[src/rtl/mem_port_arbiter.sv]
// mem_port_arbiter
//   Shares one single-port, fixed-latency SRAM between the instruction-fetch
//   port and the data port. One requester is granted at a time; each access
//   spends WAIT_CYCLES cycles in ACCESS and then one cycle in DONE, where the
//   granted port's ready pulses. When both ports are requesting, the one that
//   was not granted last wins.
//
// Ports
//   clk, rst                      clock, asynchronous active-low reset
//   if_req/if_addr                fetch request (read only), held until if_ready
//   if_rdata/if_ready/if_stall    fetched word, completion pulse, pipeline stall
//   mem_req/mem_we/mem_addr/
//   mem_wdata                     data request, held until mem_ready
//   mem_rdata/mem_ready/mem_stall load data, completion pulse, pipeline stall
//   sram_addr/sram_wdata          latched address / write data of current access
//   sram_we/sram_oe               strobes, high for the whole ACCESS phase
//   sram_rdata                    SRAM read bus
module mem_port_arbiter #(
  parameter int unsigned ADDR_W      = 32,
  parameter int unsigned DATA_W      = 32,
  parameter int unsigned WAIT_CYCLES = 4
) (
  input  logic              clk,
  input  logic              rst,
  input  logic              if_req,
  input  logic [ADDR_W-1:0] if_addr,
  output logic [DATA_W-1:0] if_rdata,
  output logic              if_ready,
  output logic              if_stall,
  input  logic              mem_req,
  input  logic              mem_we,
  input  logic [ADDR_W-1:0] mem_addr,
  input  logic [DATA_W-1:0] mem_wdata,
  output logic [DATA_W-1:0] mem_rdata,
  output logic              mem_ready,
  output logic              mem_stall,
  output logic [ADDR_W-1:0] sram_addr,
  output logic [DATA_W-1:0] sram_wdata,
  output logic              sram_we,
  output logic              sram_oe,
  input  logic [DATA_W-1:0] sram_rdata
);

  localparam int unsigned      CNT_W    = $clog2(WAIT_CYCLES) + 1;
  localparam logic [CNT_W-1:0] CNT_LAST = CNT_W'(WAIT_CYCLES - 1);

  typedef enum logic [1:0] {IDLE, ACCESS, DONE} state_t;
  typedef enum logic {PORT_IF, PORT_MEM} port_t;

  state_t           state, state_nxt;
  logic [CNT_W-1:0] cnt;
  port_t            lat_port;
  port_t            last_grant;
  port_t            grant_port;
  logic             lat_we;
  logic             any_req;
  logic             cnt_done;

  // On a tie the port that did not win last time is chosen.
  always_comb begin
    any_req  = if_req | mem_req;
    cnt_done = (cnt == CNT_LAST);
    if (mem_req && (!if_req || (last_grant == PORT_IF))) grant_port = PORT_MEM;
    else                                                  grant_port = PORT_IF;
  end

  always_ff @(posedge clk or negedge rst) begin
    if (!rst) state <= IDLE;
    else      state <= state_nxt;
  end

  always_comb begin
    state_nxt = state;
    case (state)
      IDLE:    if (any_req)  state_nxt = ACCESS;
      ACCESS:  if (cnt_done) state_nxt = DONE;
      DONE:    state_nxt = IDLE;
      default: state_nxt = IDLE;
    endcase
  end

  always_ff @(posedge clk or negedge rst) begin
    if (!rst) begin
      cnt        <= '0;
      lat_port   <= PORT_IF;
      last_grant <= PORT_IF;
      lat_we     <= 1'b0;
      sram_addr  <= '0;
      sram_wdata <= '0;
      if_rdata   <= '0;
      mem_rdata  <= '0;
    end else begin
      case (state)
        IDLE: begin
          if (any_req) begin
            cnt      <= '0;
            lat_port <= grant_port;
            if (grant_port == PORT_MEM) begin
              sram_addr  <= mem_addr;
              sram_wdata <= mem_wdata;
              lat_we     <= mem_we;
            end else begin
              sram_addr <= if_addr;
              lat_we    <= 1'b0;
            end
          end
        end
        ACCESS: begin
          cnt <= cnt + CNT_W'(1);
          if (cnt_done) begin
            if (!lat_we) begin
              if (lat_port == PORT_MEM) mem_rdata <= sram_rdata;
              else                      if_rdata  <= sram_rdata;
            end
            last_grant <= lat_port;
          end
        end
        default: ;
      endcase
    end
  end

  // Strobes and ready are decoded from registered state only, so an
  // asynchronous reset drops them in the same cycle.
  always_comb begin
    sram_we   = (state == ACCESS) &  lat_we;
    sram_oe   = (state == ACCESS) & ~lat_we;
    if_ready  = (state == DONE) & (lat_port == PORT_IF);
    mem_ready = (state == DONE) & (lat_port == PORT_MEM);
    if_stall  = if_req  & ~if_ready;
    mem_stall = mem_req & ~mem_ready;
  end

endmodule

[config.mk]
export PLATFORM = sky130hd
export DESIGN_NAME = mem_port_arbiter
export DESIGN_NICKNAME = d
export VERILOG_FILES = /design/src/rtl/mem_port_arbiter.sv
export SDC_FILE = /design/constraint.sdc
export NUM_CORES = 1
export LEC_CHECK = 0
export ABC_AREA = 1
export CAP_MARGIN = 20
export CORE_UTILIZATION = 40
export DETAILED_ROUTE_END_ITERATION = 8
export GPL_TIMING_DRIVEN = 1
export PLACE_DENSITY = 0.77
export REMOVE_ABC_BUFFERS = 1
export SLEW_MARGIN = 20
export SYNTH_ARGS = -nofsm -noshare
export SYNTH_HDL_FRONTEND = slang
export SYNTH_SLANG_ARGS = --single-unit
[constraint.sdc]
create_clock -name clk -period 2.15 [get_ports clk]
set_clock_uncertainty 0.15 [all_clocks]
set_input_delay 0.5375 -clock clk [delete_from_list [all_inputs] [get_ports clk]]
set_output_delay 0.5375 -clock clk [all_outputs]
set_load 0.01 [all_outputs]
* Yosys cells after proc, flatten, opt, wreduce, memory -nomap -nowiden *
Cells that the tools add are included.

operators by class
  add/sub/neg operators = 1
  multiply operators = 0
  div/mod/pow operators = 0
  magnitude comparators = 0
  equal/unequal tests = 5
  shift operators = 0
  multiplexer cells = 8
  bitwise logic cells = 12
  reductions and logical operators = 12

operator list
  operator               count
  $mux W32               1
  $reduce_and A2 Y1      4
  $reduce_and A4 Y1      2
  $and A1 B1 Y1          6
  $pmux W3 S2            1
  $not A1 Y1             5
  $mux W2                2
  $ne A2 B2 Y1 const B   2
  $pmux W2 S2            1
  $add A3 B1 Y3 const B  1
  $eq A3 B2 Y1 const B   1
  $mux W3                1
  $reduce_and A3 Y1      1
  $eq A2 B1 Y1 const B   1
  $eq A2 B2 Y1 const B   1
  $logic_not A2 Y1       1
  $mux W1                2
  $reduce_bool A2 Y1     1
  $logic_and A1 B1 Y1    1
  $logic_not A1 Y1       1
  $logic_or A1 B1 Y1     1
  $or A1 B1 Y1           1

word-level totals
  register bits after elaboration = 136
  latch bits = 0
  bits in writable memories = 0
  ROM bits = 0
  bits of input ports = 133
  output and inout bits = 134
  logic and storage cells = 47
  memories = 0

* Depth between registers and ports, before layout *
Gate-level depths: netlist (run 1).

  depth in word-level cells = 5
  mapped depth = 8
  mapped depth without buffers = 7

* Worst setup path after synthesis (run 1) *
Ideal clock, no wire load.

  path type = input-to-output
  from = input port mem_req
  to = output port mem_stall
  arrival time = 1.028 ns
  required time = 1.462 ns
  slack = 0.435 ns
  stages on the path = 4
  buffers on the path = 2
  path through = buf_4 > buf_2 > o21ai_0 > inv_1

on the way
  cells in the longest elaborated chain, start to end = 1

RTL lines
  what                RTL line  RTL
  start: declaration  30        input logic mem_req,
  $and A1 B1 Y1       131       mem_stall = mem_req & ~mem_ready;
  end: declaration    36        output logic mem_stall,

No other way between the ends.

* Worst setup path after layout (run 1) *
Same ends and word-level chain as after synthesis.

==> impl_summary.txt, run 1 <==
----------------------------------------------------
[Synth]
  Proportion of synthesized area in mux cells ... 0%
  Xor and xnor area share after synthesis ... 0%
  Basic-gate share of the synthesized area counting and, or, nand and nor cells ... 29.6%
  Complex-gate fraction of the synthesized area ... 3.26%
  Share of synthesized area occupied by flip-flops and latches ... 55.8%
  Number of distinct library cells after synthesis ... 23
  Post-Synthesis Cell Area ... 6100 sq um
  Synthesized instance count ... 737
  Combinational family with the most area after synthesis ... simple AND/OR/NAND/NOR gates
  Arithmetic-cell share of the synthesized area counting full adders, half adders and majority gates ... 0.410%
  Ys Warns ... 0
  Synthesized area per cell ... 8.27 sq um
  Total of flip-flops plus latches after synthesis ... 136

[Final layout]
  Area delta synth->final ... 58.0%
  Finished Core Util ... 65.5%
  Final net count ... 1143
  Fillers ... 1227
  ANT cells ... 0
  Fraction of final layout cells with drive strength greater than 1 ... 7.84%

[Worst setup path]
  Cells on worst reg2reg path ... 7
  Worst reg2reg path endpoint ... mem_rdata[16]$_DFFE_PN0P_
  Reg2Reg Launch Point ... state[1]$_DFFE_PN0P_
  Critical path startpoint category ... input pin
  Top fanout value on the critical path ... 2
  Worst reg2reg setup slack ... 250 ps
  Start-to-end type of the worst setup path ... input pin to output pin
  Capturing element type of the critical path ... output pin
  Worst path arrival time ... 1390 ps
  Required time at the worst-slack endpoint ... 1460 ps

[Detailed routing]
  Routed vias ... 5682
  DRC violation count after routing ... 19
  Wirelength per Cell ... 14.2 microns
  Vias per cell ... 4.72
  Final ANT Viol Nets ... 0
  Drt first-iter violations ... 347
  Total Wirelength ... 17.1 mm
  Number of detailed-routing iterations run before antenna repair ... 9

[Clock network]
  CTS H-tree lvls ... 4
  Clock slew at reported path FFs ... 50 ps
  Clock Tree Root ... clkbuf_16
  Max clock buf depth ... 2
  Number of clock buffers inserted by TritonCTS ... 17
  TritonCTS clock tree ... built
  Sinks on the clock net ... 136
  Clk Latency, worst-skew pair ... 420 ps

[STA]
  Highest attainable clock frequency ... 0.481 GHz
  Worst Setup Slack, final ... 73.0 ps
  Clock period minus final worst setup slack ... 2080 ps
  Max Transition Viols Final ... 0
  Post-route setup TNS ... 0 ps
  Final setup fails ... 0
  Transition at the pin with the smallest max-transition slack ... 442 ps
  RSZ-0062 raised after global routing ... false
  Final count of hold timing violations ... 0
  Slew headroom ... 70.5%
  Final period utilization ... 96.6%

[GRT]
  Global-route wire length before repair ... 28.0 mm
  Antenna violations before repair ... 0
  Number of global-route vias before repair ... 5562
  GR Util All Layers ... 22.7%
  Leftover overflow at the end of global routing ... 0
  Largest net degree at the start of global routing ... 46

[Hold path]
  Endpoint with the worst hold slack ... if_rdata[29]$_DFFE_PN0P_
  Worst hold path startpoint ... if_rdata[29]$_DFFE_PN0P_
  Hold crit path type ... flop to flop
  Instance count along the most critical hold path ... 2

[Placement]
  Worst Setup Slack post-DPL ... -247 ps
  Detailed-placement wirelength estimate ... 11.9 mm
  Routability cong. ... 0.792
  Port Buffer Count ... 266

[Die]
  Initial Utilization ... 41.5%
  Die Span X ... 125 microns
  Core ar. ... 14700 sq um
  Site row count ... 44
  Area of the die ... 15700 sq um
  Ports ... 267
  Overall die height ... 125 microns

[Power]
  Cell leakage power ... 4.89 nW
  Maximum vdd ir drop ... 0.575 mV
  Pwr per Cell Area ... 1450 nW/um^2
  Sum of internal, switching and leakage power ... 13.9 mW

[Run status]
  Run status ... finished with violations
  Violations in the final reports ... design-rule violations

[Job]
  Max-cap violations ... 0

----------------------------------------------------
[state kept, by name, summed over array words and instances, names as in the netlist]
| register | flops |
|---|---|
| if_rdata | 32 |
| mem_rdata | 32 |
| sram_addr | 32 |
| sram_wdata | 32 |
| cnt | 3 |
| state | 2 |
| last_grant | 1 |
| lat_port | 1 |
| lat_we | 1 |
[stage by stage]
step           cell area (sq um)  hold WS [ps]  instances
5_1_grt                     9630           332       1204
3_5_place_dp                8990           307       1170
3_3_place_gp                8990           302       1170
6_report                    9630           317       1204
2_1_floorplan               5820          91.9        696
4_1_cts                     9630           321       1203
[power breakdown]
part | internal, mW | total [mW] | switching (mW)
logic | 3.25 | 6.30 | 3.04
clock network | 1.97 | 3.07 | 1.10
registers | 3.85 | 4.57 | 0.722
[critical path, cell delays in order]
cell             delay, ps
clkdlybuf4s50_1        520
o21ai_2                 60
inv_1                   50
clkdlybuf4s15_1        220
[layout make-up]
cell class	instances	area, sq um	share of cell area [%]
clock buffer	20	447	4.64
clock inverter	11	173	1.79
inverter	105	394	4.09
multi-input combinational	455	2040	21.2
sequential	136	3410	35.4
tap	184	230	2.39
timing repair buffer	293	2940	30.5
[timing repair]
action | 4_1_cts | 5_1_grt
hold buffers | 1 | 0
endpoints found under the setup margin | 6 | 6
gates resized for setup | 16 | 10
endpoints found under the hold margin | 42 | 0
buffers inserted | 1 | 1
[cell families after synthesis]
logic type                 count (synthesis)
AOI/OAI and AO/OA                         39
adders and majority gates                  2
buffers and inverters                    146
DFF                                      136
and+or+nand+nor                          414
[per-layer routing]
metal / track usage, % / vias to the layer above / wire (microns)
li1: - / 2811 / -
met1: 26.9 / 2622 / 6940
met2: 37.5 / 219 / 8180
met3: 7.92 / 30 / 1500
met4: 9.33 / 0 / 444
met5: 0 / - / 0
[worst max path at each step]
stage / startpoint / cells past startpoint / endpoint / slack (ps)
2_1_floorplan: if_req / 3 / sram_wdata[0]$_DFFE_PN0P_ / 20
3_3_place_gp: mem_req / 4 / mem_stall / -250
3_5_place_dp: mem_req / 4 / mem_stall / -250
4_1_cts: state[0]$_DFFE_PN0P_ / 5 / if_stall / -20
5_1_grt: state[0]$_DFFE_PN0P_ / 5 / mem_stall / 20
6_report: mem_req / 4 / mem_stall / 70
[cells in the final DEF, fill, tap and decap left out]
master / netlist / final
buf_12: 0 / 7
buf_2: 16 / 2
buf_4: 8 / 19
buf_6: 9 / 1
bufinv_16: 0 / 4
clkbuf_1: 6 / 2
clkbuf_16: 0 / 17
clkbuf_2: 2 / 1
clkbuf_8: 0 / 1
clkdlybuf4s15_1: 0 / 2
clkdlybuf4s50_1: 0 / 259
clkinv_2: 0 / 1
clkinv_4: 0 / 1
clkinvlp_4: 0 / 4
dfrtp_1: 136 / 133
dfrtp_2: 0 / 3
dlygate4sd2_1: 0 / 1
dlygate4sd3_1: 0 / 1
ha_1: 2 / 2
inv_1: 104 / 103
inv_2: 1 / 2
inv_6: 0 / 1
nand2_1: 265 / 264
nand2_2: 1 / 1
nand2_4: 3 / 4
nand3_1: 132 / 132
nand3_2: 1 / 1
nand4_1: 1 / 1
nor2_1: 4 / 4
nor2_2: 2 / 2
nor2_4: 1 / 1
nor2_8: 2 / 2
o21ai_0: 30 / 28
o21ai_1: 8 / 8
o21ai_2: 1 / 3
or2_2: 2 / 2
[cell usage after synthesis]
cell	n	area share, %
o21ai_0	30	2.5
nor2_2	2	0.21
nand3_2	1	0.16
or2_2	2	0.21
inv_2	1	0.061
o21ai_2	1	0.14
nand3_1	132	11
buf_6	9	1.7
ha_1	2	0.41
nor2_8	2	0.66
inv_1	104	6.4
nand2_1	265	16
clkbuf_1	6	0.37
nand2_4	3	0.55
clkbuf_2	2	0.16
nor2_1	4	0.25
o21ai_1	8	0.66
nor2_4	1	0.18
buf_2	16	1.3
nand4_1	1	0.10
buf_4	8	0.98
dfrtp_1	136	56
nand2_2	1	0.10
Note: power is estimated with default switching activity, not from simulation.
==> inputs of run 2 (changes only) <==
Settings changed: SLEW_MARGIN 20 to 10.
==> results of run 2 <==
Final layout, timing and power as in run 1 (identical DEF).
==> inputs of run 3 (changes only) <==
Settings changed: MAX_ROUTING_LAYER set to met4, SLEW_MARGIN 10 to unset.
==> impl_summary.txt, run 3 (synthesized netlist as in run 1, its figures left out) <==
----------------------------------------------------
[Run status]
  Run status ... finished with violations
  Violations in the final reports ... design-rule violations

[Final layout]
  Area delta synth->final ... 58.0%
  ANT cells ... 0
  Count of placed standard cells in the final layout, fillers left out ... 1204
  Most frequent cells in the layout ... 264 x nand2_1, 259 x clkdlybuf4s50_1, 133 x dfrtp_1
  Most common cell after layout, fill and taps aside ... nand2_1
  Area of all placed cells without fillers ... 9630 sq um
  Fraction of final layout cells with drive strength greater than 1 ... 7.84%
  Fillers ... 1227
  Finished Core Util ... 65.5%
  Final net count ... 1143

[Worst setup path]
  Critical path's slowest cell ... clkdlybuf4s50_1
  Crit path buffers/inverters ... 3
  Critical path cell sequence ... clkdlybuf4s50_1 -> o21ai_2 -> inv_1 -> clkdlybuf4s15_1
  Top delay family on crit path ... buffers and inverters
  Cells on worst reg2reg path ... 7
  Start-to-end type of the worst setup path ... input pin to output pin
  Critical path startpoint category ... input pin
  Worst reg2reg path endpoint ... mem_rdata[16]$_DFFE_PN0P_
  Capturing element type of the critical path ... output pin
  Peak per-stage delay on the critical path ... 520 ps
  Top fanout value on the critical path ... 2
  Worst reg2reg setup slack ... 250 ps
  Worst path arrival time ... 1390 ps
  Reg2Reg Launch Point ... state[1]$_DFFE_PN0P_
  Required time at the worst-slack endpoint ... 1460 ps

[Die]
  Overall die height ... 125 microns
  Initial Utilization ... 41.5%
  Core ar. ... 14700 sq um
  Area of the die ... 15700 sq um
  Ports ... 267
  Site row count ... 44
  Die Span X ... 125 microns

[Power]
  Logic gate share of total power ... 45.2%
  Pwr per Cell Area ... 1450 nW/um^2
  Internal ... 9.07 mW
  Maximum vdd ir drop ... 0.577 mV
  Sequential share of power ... 32.8%
  Cell leakage power ... 4.89 nW
  Clock network power share ... 22.0%
  Switching fraction of total power ... 34.9%
  Switching power ... 4.87 mW

[STA]
  Final count of hold timing violations ... 0
  Highest attainable clock frequency ... 0.482 GHz
  Hold slack ... 317 ps
  RSZ-0062 raised after global routing ... false
  Final period utilization ... 96.5%
  Max Transition Viols Final ... 0
  Final setup fails ... 0
  Slew headroom ... 70.4%
  Clock period minus final worst setup slack ... 2080 ps
  Transition at the pin with the smallest max-transition slack ... 443 ps

[Clock network]
  CTS H-tree lvls ... 4
  TritonCTS clock tree ... built
  Clk Latency, worst-skew pair ... 420 ps
  Clock slew at reported path FFs ... 50 ps
  Number of clock buffers inserted by TritonCTS ... 17
  Sinks on the clock net ... 136
  Clock Tree Root ... clkbuf_16
  Max clock buf depth ... 2

[Detailed routing]
  DRC violation count after routing ... 19
  Final ANT Viol Nets ... 0
  Vias per cell ... 4.73
  Routed vias ... 5693
  Total Wirelength ... 17.1 mm
  Wirelength per Cell ... 14.2 microns
  Number of detailed-routing iterations run before antenna repair ... 9
  Drt first-iter violations ... 355

[Placement]
  Routability cong. ... 0.803
  Port Buffer Count ... 266
  Cell area after placement ... 8990 sq um
  Detailed-placement wirelength estimate ... 11.9 mm
  Cell total after placement ... 1170

[GRT]
  Largest net degree at the start of global routing ... 46
  Number of global-route vias before repair ... 5555
  Global-route wire length before repair ... 28.0 mm
  Antenna violations before repair ... 0
  Leftover overflow at the end of global routing ... 0
  GR Util All Layers ... 23.4%

[Job]
  Max-cap violations ... 0

[Hold path]
  Hold crit path type ... flop to flop
  Worst hold path startpoint ... if_rdata[29]$_DFFE_PN0P_
  Instance count along the most critical hold path ... 2
  Endpoint with the worst hold slack ... if_rdata[29]$_DFFE_PN0P_

----------------------------------------------------
## run 3: final cells by class
| type | count | area (sq um) | share of cell area (%) |
|---|---|---|---|
| tap | 184 | 230 | 2.39 |
| inverter | 105 | 394 | 4.09 |
| multi-input combinational | 455 | 2040 | 21.2 |
| clock inverter | 11 | 173 | 1.79 |
| clock buffer | 20 | 447 | 4.64 |
| timing repair buffer | 293 | 2940 | 30.5 |
| sequential | 136 | 3410 | 35.4 |
## run 3: repair_timing
| action | CTS | global route |
|---|---|---|
| resized for setup | 16 | 10 |
| hold endpoints to repair | 42 | 0 |
| hold buffers | 1 | 0 |
| setup endpoints to repair | 6 | 6 |
| setup buffers | 1 | 1 |
## run 3: worst max path at each step
stage,start,end,slack [ps],cells after the start
2_1_floorplan,if_req,sram_wdata[0]$_DFFE_PN0P_,20,3
5_1_grt,state[0]$_DFFE_PN0P_,mem_stall,20,5
3_3_place_gp,mem_req,mem_stall,-250,4
4_1_cts,state[0]$_DFFE_PN0P_,if_stall,-20,5
6_report,mem_req,mem_stall,70,4
3_5_place_dp,mem_req,mem_stall,-250,4
## run 3: power by group through the flow
stage          Sequential, mW  Combinational, mW  Clock [mW]
2_1_floorplan            5.12               1.95           0
3_3_place_gp             4.54               6.23           0
4_1_cts                  4.58               6.35        3.13
5_1_grt                  4.74               6.86        3.25
3_5_place_dp             4.58               6.32           0
6_report                 4.57               6.30        3.07
## run 3: worst reg2reg max path, stage by stage (launching register included)
cell and delay [ps]:
dfrtp_2 450, inv_2 100, nand2_4 100, nor2_8 90, buf_4 350, nand2_4 310, nand2_1 170, nand2_1 60
## run 3: through the flow
| stage | power (mW) | setup slack, ps | TNS [ps] |
|---|---|---|---|
| floorplan | 7.07 | 15.6 | 0 |
| global placement | 10.8 | -246 | -7570 |
| detailed placement | 10.9 | -247 | -9000 |
| CTS | 14.1 | -15.7 | -29.3 |
| global route | 14.9 | 21.0 | 0 |
| finish | 13.9 | 74.9 | 0 |
## run 3: layer usage
metal | vias up | share of wire (%) | global-route usage, %
li1 | 2814 | - | -
met1 | 2623 | 41 | 27.5
met2 | 227 | 48 | 37.4
met3 | 29 | 8.0 | 7.19
met4 | 0 | 2.4 | 9.54
met5 | - | 0 | -
